$ cat config.mk
export PLATFORM = sky130hd
export DESIGN_NAME = div_digit_select_stage_flat
export DESIGN_NICKNAME = d
export VERILOG_FILES = /design/src/rtl/div_digit_select_stage_if.sv /design/src/rtl/div_digit_select_stage.sv /design/src/flat_wrapper.sv
export SDC_FILE = /design/constraint.sdc
export NUM_CORES = 1
export LEC_CHECK = 0
export BUFFER_PORTS_ARGS = -buffer_cell sky130_fd_sc_hd__buf_2
export CORE_MARGIN = 3
export CORE_UTILIZATION = 47
export DETAILED_ROUTE_END_ITERATION = 10
export PLACE_DENSITY = 0.8
export SLEW_MARGIN = 20
export SYNTH_ARGS = -nofsm -noshare
export SYNTH_HDL_FRONTEND = slang
export SYNTH_SLANG_ARGS = --single-unit
$ cat constraint.sdc
create_clock -name clk -period 1.85 [get_ports clk]
set_input_delay 0.2775 -clock clk [delete_from_list [all_inputs] [get_ports clk]]
set_output_delay 0.2775 -clock clk [all_outputs]
set_load 0.005 [all_outputs]
$ cat src/rtl/div_digit_select_stage_if.sv
// Handshake and datapath bundle between the parallel adder/driver side and
// the online-division digit-selection stage.
interface div_digit_select_stage_if #(
  parameter int bits = 64
);
  logic            start;
  logic            in_valid;
  logic            in_ready;
  logic [bits-1:0] sum_plus;
  logic [bits-1:0] sum_minus;
  logic            compare;
  logic [bits-1:0] residue_plus;
  logic [bits-1:0] residue_minus;
  logic            q_plus;
  logic            q_minus;
  logic            q_valid;
  logic            q_ready;
  logic            busy;
  logic            done;
  logic            rem_neg;

  // Driver side: supplies sums and consumes digits.
  modport master (
    output start, in_valid, sum_plus, sum_minus, compare, q_ready,
    input  in_ready, residue_plus, residue_minus, q_plus, q_minus,
           q_valid, busy, done, rem_neg
  );

  // Stage side: consumes sums and produces digits and residues.
  modport slave (
    input  start, in_valid, sum_plus, sum_minus, compare, q_ready,
    output in_ready, residue_plus, residue_minus, q_plus, q_minus,
           q_valid, busy, done, rem_neg
  );
endinterface

$ cat src/rtl/div_digit_select_stage.sv
// Digit-selection stage of an online (MSD-first) divider. Each accepted
// redundant sum is reduced to a signed digit from a 4-bit top estimate,
// the residue is corrected and shifted, and the digit is handed off
// through a one-deep valid/ready register.
module div_digit_select_stage #(
  parameter int bits   = 64,
  parameter int DELTA  = 3,
  parameter int DIGITS = 64
) (
  input  logic                     clk,
  input  logic                     rst_n,
  div_digit_select_stage_if.slave  bus
);

  // Counter widths never collapse to zero even for degenerate parameters.
  localparam int WCW = (DELTA  > 0) ? $clog2(DELTA + 1)  : 1;
  localparam int DCW = (DIGITS > 0) ? $clog2(DIGITS + 1) : 1;

  // Correction constant 1 << (bits-2), added to the opposite rail of the
  // selected digit so the residue stays bounded.
  localparam logic [bits-1:0] K = {2'b01, {(bits-2){1'b0}}};

  typedef enum logic [2:0] {
    S_IDLE   = 3'd0,
    S_WARMUP = 3'd1,
    S_ITER   = 3'd2,
    S_DRAIN  = 3'd3,
    S_DONE   = 3'd4
  } state_t;

  state_t          state_reg, state_next;
  logic [WCW-1:0]  warm_cnt_reg;
  logic [DCW-1:0]  dig_cnt_reg;
  logic [bits-1:0] residue_plus_reg, residue_minus_reg;
  logic            q_plus_reg, q_minus_reg, q_valid_reg, rem_neg_reg;

  logic            in_ready_int;
  logic            accept;
  logic            handoff;
  logic            start_ok;
  logic            warm_last;
  logic            dig_last;
  logic [4:0]      est;
  logic            sel_pos, sel_neg;
  logic [bits-1:0] sum_plus_adj, sum_minus_adj;

  // Handshake qualifiers. start is only honoured from IDLE or DONE.
  assign accept    = bus.in_valid && in_ready_int;
  assign handoff   = q_valid_reg && bus.q_ready;
  assign start_ok  = bus.start && ((state_reg == S_IDLE) || (state_reg == S_DONE));
  assign warm_last = (int'(warm_cnt_reg) == DELTA - 1);
  assign dig_last  = (int'(dig_cnt_reg) == DIGITS - 1);

  // Signed estimate of the residue from the top four bits of each rail.
  assign est = {1'b0, bus.sum_plus[bits-1:bits-4]} - {1'b0, bus.sum_minus[bits-1:bits-4]};

  // Digit is forced to zero outside ITER (warm-up inputs emit nothing).
  // +1 when E >= 1; -1 when E <= -2 (negative but not -1).
  assign sel_pos = (state_reg == S_ITER) && !est[4] && (est != 5'd0);
  assign sel_neg = (state_reg == S_ITER) && est[4] && (est != 5'b11111);

  // Correction on the rail opposite the selected digit, before the shift.
  assign sum_plus_adj  = sel_neg ? (bus.sum_plus  + K) : bus.sum_plus;
  assign sum_minus_adj = sel_pos ? (bus.sum_minus + K) : bus.sum_minus;

  // State register.
  always_ff @(posedge clk or negedge rst_n) begin
    if (!rst_n) state_reg <= S_IDLE;
    else        state_reg <= state_next;
  end

  // Next-state logic.
  always_comb begin
    state_next = state_reg;
    case (state_reg)
      S_IDLE, S_DONE: begin
        if (bus.start) state_next = (DELTA == 0) ? S_ITER : S_WARMUP;
      end
      S_WARMUP: begin
        if (accept && warm_last) state_next = S_ITER;
      end
      S_ITER: begin
        if (accept && dig_last) state_next = S_DRAIN;
      end
      S_DRAIN: begin
        if (handoff) state_next = S_DONE;
      end
      default: state_next = S_IDLE;
    endcase
  end

  // State-decoded outputs; in_ready also waits for the digit slot to free.
  always_comb begin
    in_ready_int = ((state_reg == S_WARMUP) || (state_reg == S_ITER)) &&
                   (!q_valid_reg || bus.q_ready);
    bus.busy     = (state_reg == S_WARMUP) || (state_reg == S_ITER) ||
                   (state_reg == S_DRAIN);
    bus.done     = (state_reg == S_DONE);
  end

  assign bus.in_ready = in_ready_int;

  // Residue, counters, digit register and remainder sign.
  always_ff @(posedge clk or negedge rst_n) begin
    if (!rst_n) begin
      residue_plus_reg  <= '0;
      residue_minus_reg <= '0;
      warm_cnt_reg      <= '0;
      dig_cnt_reg       <= '0;
      q_plus_reg        <= 1'b0;
      q_minus_reg       <= 1'b0;
      q_valid_reg       <= 1'b0;
      rem_neg_reg       <= 1'b0;
    end else if (start_ok) begin
      residue_plus_reg  <= '0;
      residue_minus_reg <= '0;
      warm_cnt_reg      <= '0;
      dig_cnt_reg       <= '0;
      q_plus_reg        <= 1'b0;
      q_minus_reg       <= 1'b0;
      q_valid_reg       <= 1'b0;
      rem_neg_reg       <= 1'b0;
    end else if (accept) begin
      residue_plus_reg  <= {sum_plus_adj[bits-2:0], 1'b0};
      residue_minus_reg <= {sum_minus_adj[bits-2:0], 1'b0};
      if (state_reg == S_WARMUP) begin
        warm_cnt_reg <= warm_cnt_reg + WCW'(1);
      end else begin
        // A digit slot is free here (accept implies !q_valid || q_ready),
        // so a simultaneous handoff simply reloads with q_valid kept high.
        q_plus_reg  <= sel_pos;
        q_minus_reg <= sel_neg;
        q_valid_reg <= 1'b1;
        dig_cnt_reg <= dig_cnt_reg + DCW'(1);
        if (dig_last) rem_neg_reg <= bus.compare;
      end
    end else if (handoff) begin
      q_valid_reg <= 1'b0;
    end
  end

  assign bus.residue_plus  = residue_plus_reg;
  assign bus.residue_minus = residue_minus_reg;
  assign bus.q_plus        = q_plus_reg;
  assign bus.q_minus       = q_minus_reg;
  assign bus.q_valid       = q_valid_reg;
  assign bus.rem_neg       = rem_neg_reg;

endmodule

$ cat src/flat_wrapper.sv
// flat-port wrapper written by rule: the top's interface ports become plain ports
module div_digit_select_stage_flat 
#(
  parameter int bits   = 64,
  parameter int DELTA  = 3,
  parameter int DIGITS = 64
)
  (clk, rst_n, bus_start, bus_in_valid, bus_sum_plus, bus_sum_minus, bus_compare, bus_q_ready, bus_in_ready, bus_residue_plus, bus_residue_minus, bus_q_plus, bus_q_minus, bus_q_valid, bus_busy, bus_done, bus_rem_neg);
  div_digit_select_stage_if #(.bits(bits)) bus_i ();
  input  logic clk;
  input  logic rst_n;
  input wire logic [$bits(bus_i.start)-1:0] bus_start;
  input wire logic [$bits(bus_i.in_valid)-1:0] bus_in_valid;
  input wire logic [$bits(bus_i.sum_plus)-1:0] bus_sum_plus;
  input wire logic [$bits(bus_i.sum_minus)-1:0] bus_sum_minus;
  input wire logic [$bits(bus_i.compare)-1:0] bus_compare;
  input wire logic [$bits(bus_i.q_ready)-1:0] bus_q_ready;
  output wire logic [$bits(bus_i.in_ready)-1:0] bus_in_ready;
  output wire logic [$bits(bus_i.residue_plus)-1:0] bus_residue_plus;
  output wire logic [$bits(bus_i.residue_minus)-1:0] bus_residue_minus;
  output wire logic [$bits(bus_i.q_plus)-1:0] bus_q_plus;
  output wire logic [$bits(bus_i.q_minus)-1:0] bus_q_minus;
  output wire logic [$bits(bus_i.q_valid)-1:0] bus_q_valid;
  output wire logic [$bits(bus_i.busy)-1:0] bus_busy;
  output wire logic [$bits(bus_i.done)-1:0] bus_done;
  output wire logic [$bits(bus_i.rem_neg)-1:0] bus_rem_neg;
  assign bus_i.start = bus_start;
  assign bus_i.in_valid = bus_in_valid;
  assign bus_i.sum_plus = bus_sum_plus;
  assign bus_i.sum_minus = bus_sum_minus;
  assign bus_i.compare = bus_compare;
  assign bus_i.q_ready = bus_q_ready;
  assign bus_in_ready = bus_i.in_ready;
  assign bus_residue_plus = bus_i.residue_plus;
  assign bus_residue_minus = bus_i.residue_minus;
  assign bus_q_plus = bus_i.q_plus;
  assign bus_q_minus = bus_i.q_minus;
  assign bus_q_valid = bus_i.q_valid;
  assign bus_busy = bus_i.busy;
  assign bus_done = bus_i.done;
  assign bus_rem_neg = bus_i.rem_neg;
  div_digit_select_stage #(.bits(bits), .DELTA(DELTA), .DIGITS(DIGITS)) u_core (.clk(clk), .rst_n(rst_n), .bus(bus_i));
endmodule
==> out/results.ini <==
[status]
status = finished clean

[layout]
layout.cells.non_filler = 1116
insertedDiodeCount = 0
mostFrequentLayoutCells = buf_2, nand2_1, dfrtp_1, nand3_1
areaGrowthSynthToFinish_pct = 37.3
layout_commonest_cell = buf_2
fill_cells = 1023
final_nets = 1079
drive_gt1_share_pct = 35.5

[die]
die_h_um = 120
rows = 40
die_x_um = 120
io_pins = 269
core_area_mm2 = 0.0123
initial_core_util_pct = 49.2
dieArea_mm2 = 0.0143

[cts]
clk_pin_slew_ps = 60
cts_tree = done
numClockSinks = 142
cts_made_buffers = 17
cts_root_buf = clkbuf_16
cts_max_level = 4
clockBufferDepth = 2
clock_latency_ps = 410

[logic_synthesis]
synth.distinct_cells = 47
ys_seq_area_share_pct = 58.7
synth_area_mm2 = 0.00606
yosys_warnings = 0
ys_ff_latch = 142
syn_avg_cell_area_um2 = 9.00
syn_inst = 673

[routing]
drt-initial-drc-count = 483
drc = 0
via_count = 5715
antenna_left = 0
via_per_inst = 5.12
wirelength_um = 16600
firstDrtPassIters = 5
wl_per_cell_um = 14.9

[power]
vdd_ir_drop_max_v = 0.000893
p_leak_nw = 4.73
power_density_mw_per_mm2 = 1610

[global_route]
grt_pass1_vias = 5556
antenna_found_initial = 0
grt_max_degree = 81
grt.overflow.total = 0
grt_pass1_wl_um = 26800
track_usage_pct = 23.3

[timing]
max_freq_mhz = 577
skew_ps = 6.99
period_minus_slack_ps = 1730
hold_viol = 0
slew_violations = 0
finalWorstSetupSlack_ps = 118
rsz0062_at_grt = true
setup_viol = 0
fin_crit_sh_pct = 93.6
tns_ps = 0

[worst_setup_path]
worst-endpoint-required_ps = 2180
regToRegSetupSlack_ps = 120
crit_path_start_kind = flop
crit_path_max_fanout = 6
arrival_ps = 2060
crit_type = flop to flop
crit_path_end_kind = flop

[place]
pre_cts_slack_ps = -227
routabilityCongestion = 0.823
dp.cells = 1085
hpwl_um = 11500
port_buffers = 266

[flow_run]
cap_violations = 0

[min_path]
worstHoldPathType = input port to flop

through the flow:
stage	cell area (µm²)	power (mW)	hold WS (ps)	util, %
final	8320	13.4	52.2	67.6
after detailed placement	7670	10.0	188	62.3
after global placement	7670	9.86	189	62.3
after global routing	8320	14.4	30.8	67.6
after CTS	8260	13.4	28.2	67.1
after floorplan	6070	7.71	-18.1	-
worst max-delay path, cell delays in order (launching register included):
cell and delay, ps:
dfrtp_2 450, xnor2_2 200, nor3_4 220, o21ai_2 120, or4_1 500, a21oi_1 170
synthesized netlist by cell type, drive strengths merged:
cell | count | area [µm²]
o221ai | 1 | 8.76
nor3b | 3 | 22.5
nand3 | 129 | 646
o22ai | 1 | 6.26
o2111ai | 1 | 8.76
or3 | 3 | 18.8
or4 | 2 | 15.0
o31ai | 2 | 15.0
or3b | 1 | 8.76
or2 | 1 | 6.26
nor3 | 7 | 40.0
a31oi | 1 | 6.26
mux2 | 1 | 11.3
a311o | 1 | 10.0
a22o | 3 | 26.3
nand3b | 1 | 7.51
xnor2 | 4 | 42.6
o21bai | 1 | 7.51
a21oi | 6 | 30.0
clkbuf | 15 | 56.3
dfrtp | 142 | 3550
o221a | 1 | 11.3
xor2 | 1 | 8.76
a21o | 2 | 15.0
nand2 | 258 | 968
conb | 1 | 3.75
and3b | 1 | 8.76
o211ai | 1 | 7.51
inv | 7 | 26.3
ha | 6 | 75.1
nor2 | 8 | 30.0
nand2b | 1 | 6.26
nor4 | 2 | 18.8
and2 | 2 | 12.5
and3 | 2 | 12.5
fa | 1 | 20.0
mux2i | 1 | 10.0
nor2b | 5 | 31.3
o21ai | 12 | 60.1
nand4b | 1 | 8.76
buf | 34 | 174
per-layer routing:
metal,part of all wire [%],vias to the layer above,track usage [%]
li1,-,2730,-
met1,41,2687,30.4
met2,48,273,36.4
met3,9.2,25,7.40
met4,2.0,0,9.31
met5,0,-,0
final cells by class:
type / instances / area (µm²) / area share, %
Clock buffer: 23 / 488 / 5.87
Clock inverter: 6 / 85.1 / 1.02
Inverter: 7 / 26.3 / 0.316
Multi-Input combinational cell: 476 / 2290 / 27.5
Sequential cell: 142 / 3560 / 42.8
Tap cell: 168 / 210 / 2.53
Timing Repair Buffer: 294 / 1660 / 20.0
power breakdown:
| group | switching [mW] | total (mW) | internal, mW |
|---|---|---|---|
| Sequential | 0.690 | 5.11 | 4.42 |
| Combinational | 2.80 | 4.96 | 2.16 |
| Clock | 1.20 | 3.30 | 2.10 |
| Total | 4.69 | 13.4 | 8.68 |
cell families after synthesis:
family	synth area share, %
compound gates	3.51
flops	58.7
other cells	0.0619
simple gates	30.7
xor+xnor	0.847
fa+ha+maj	1.57
mux	0.351
buf+inv	4.24
repair_timing:
item,in CTS,in global routing
hold buffers,1,0
setup endpoints to repair,0,82
setup buffers,0,0
gates resized for setup,0,10
hold endpoints to repair,31,0
final timing paths:
kind | endpoint | startpoint | cells past startpoint
max in group asynchronous | u_core.bus.residue_minus[6] | rst_n | 3
min in group asynchronous | u_core.bus.residue_minus[57] | rst_n | 2
hold reg to reg | u_core.bus.residue_plus[49] | u_core.bus.residue_plus[49] | 2
setup / recovery | u_core.dig_cnt_reg[5] | u_core.state_reg[1] | 5
setup reg to reg | u_core.dig_cnt_reg[5] | u_core.state_reg[1] | 5
hold / removal | u_core.bus.residue_minus[48] | bus_sum_minus[47] | 3
No activity file was read; power rests on OpenSTA's default activity.
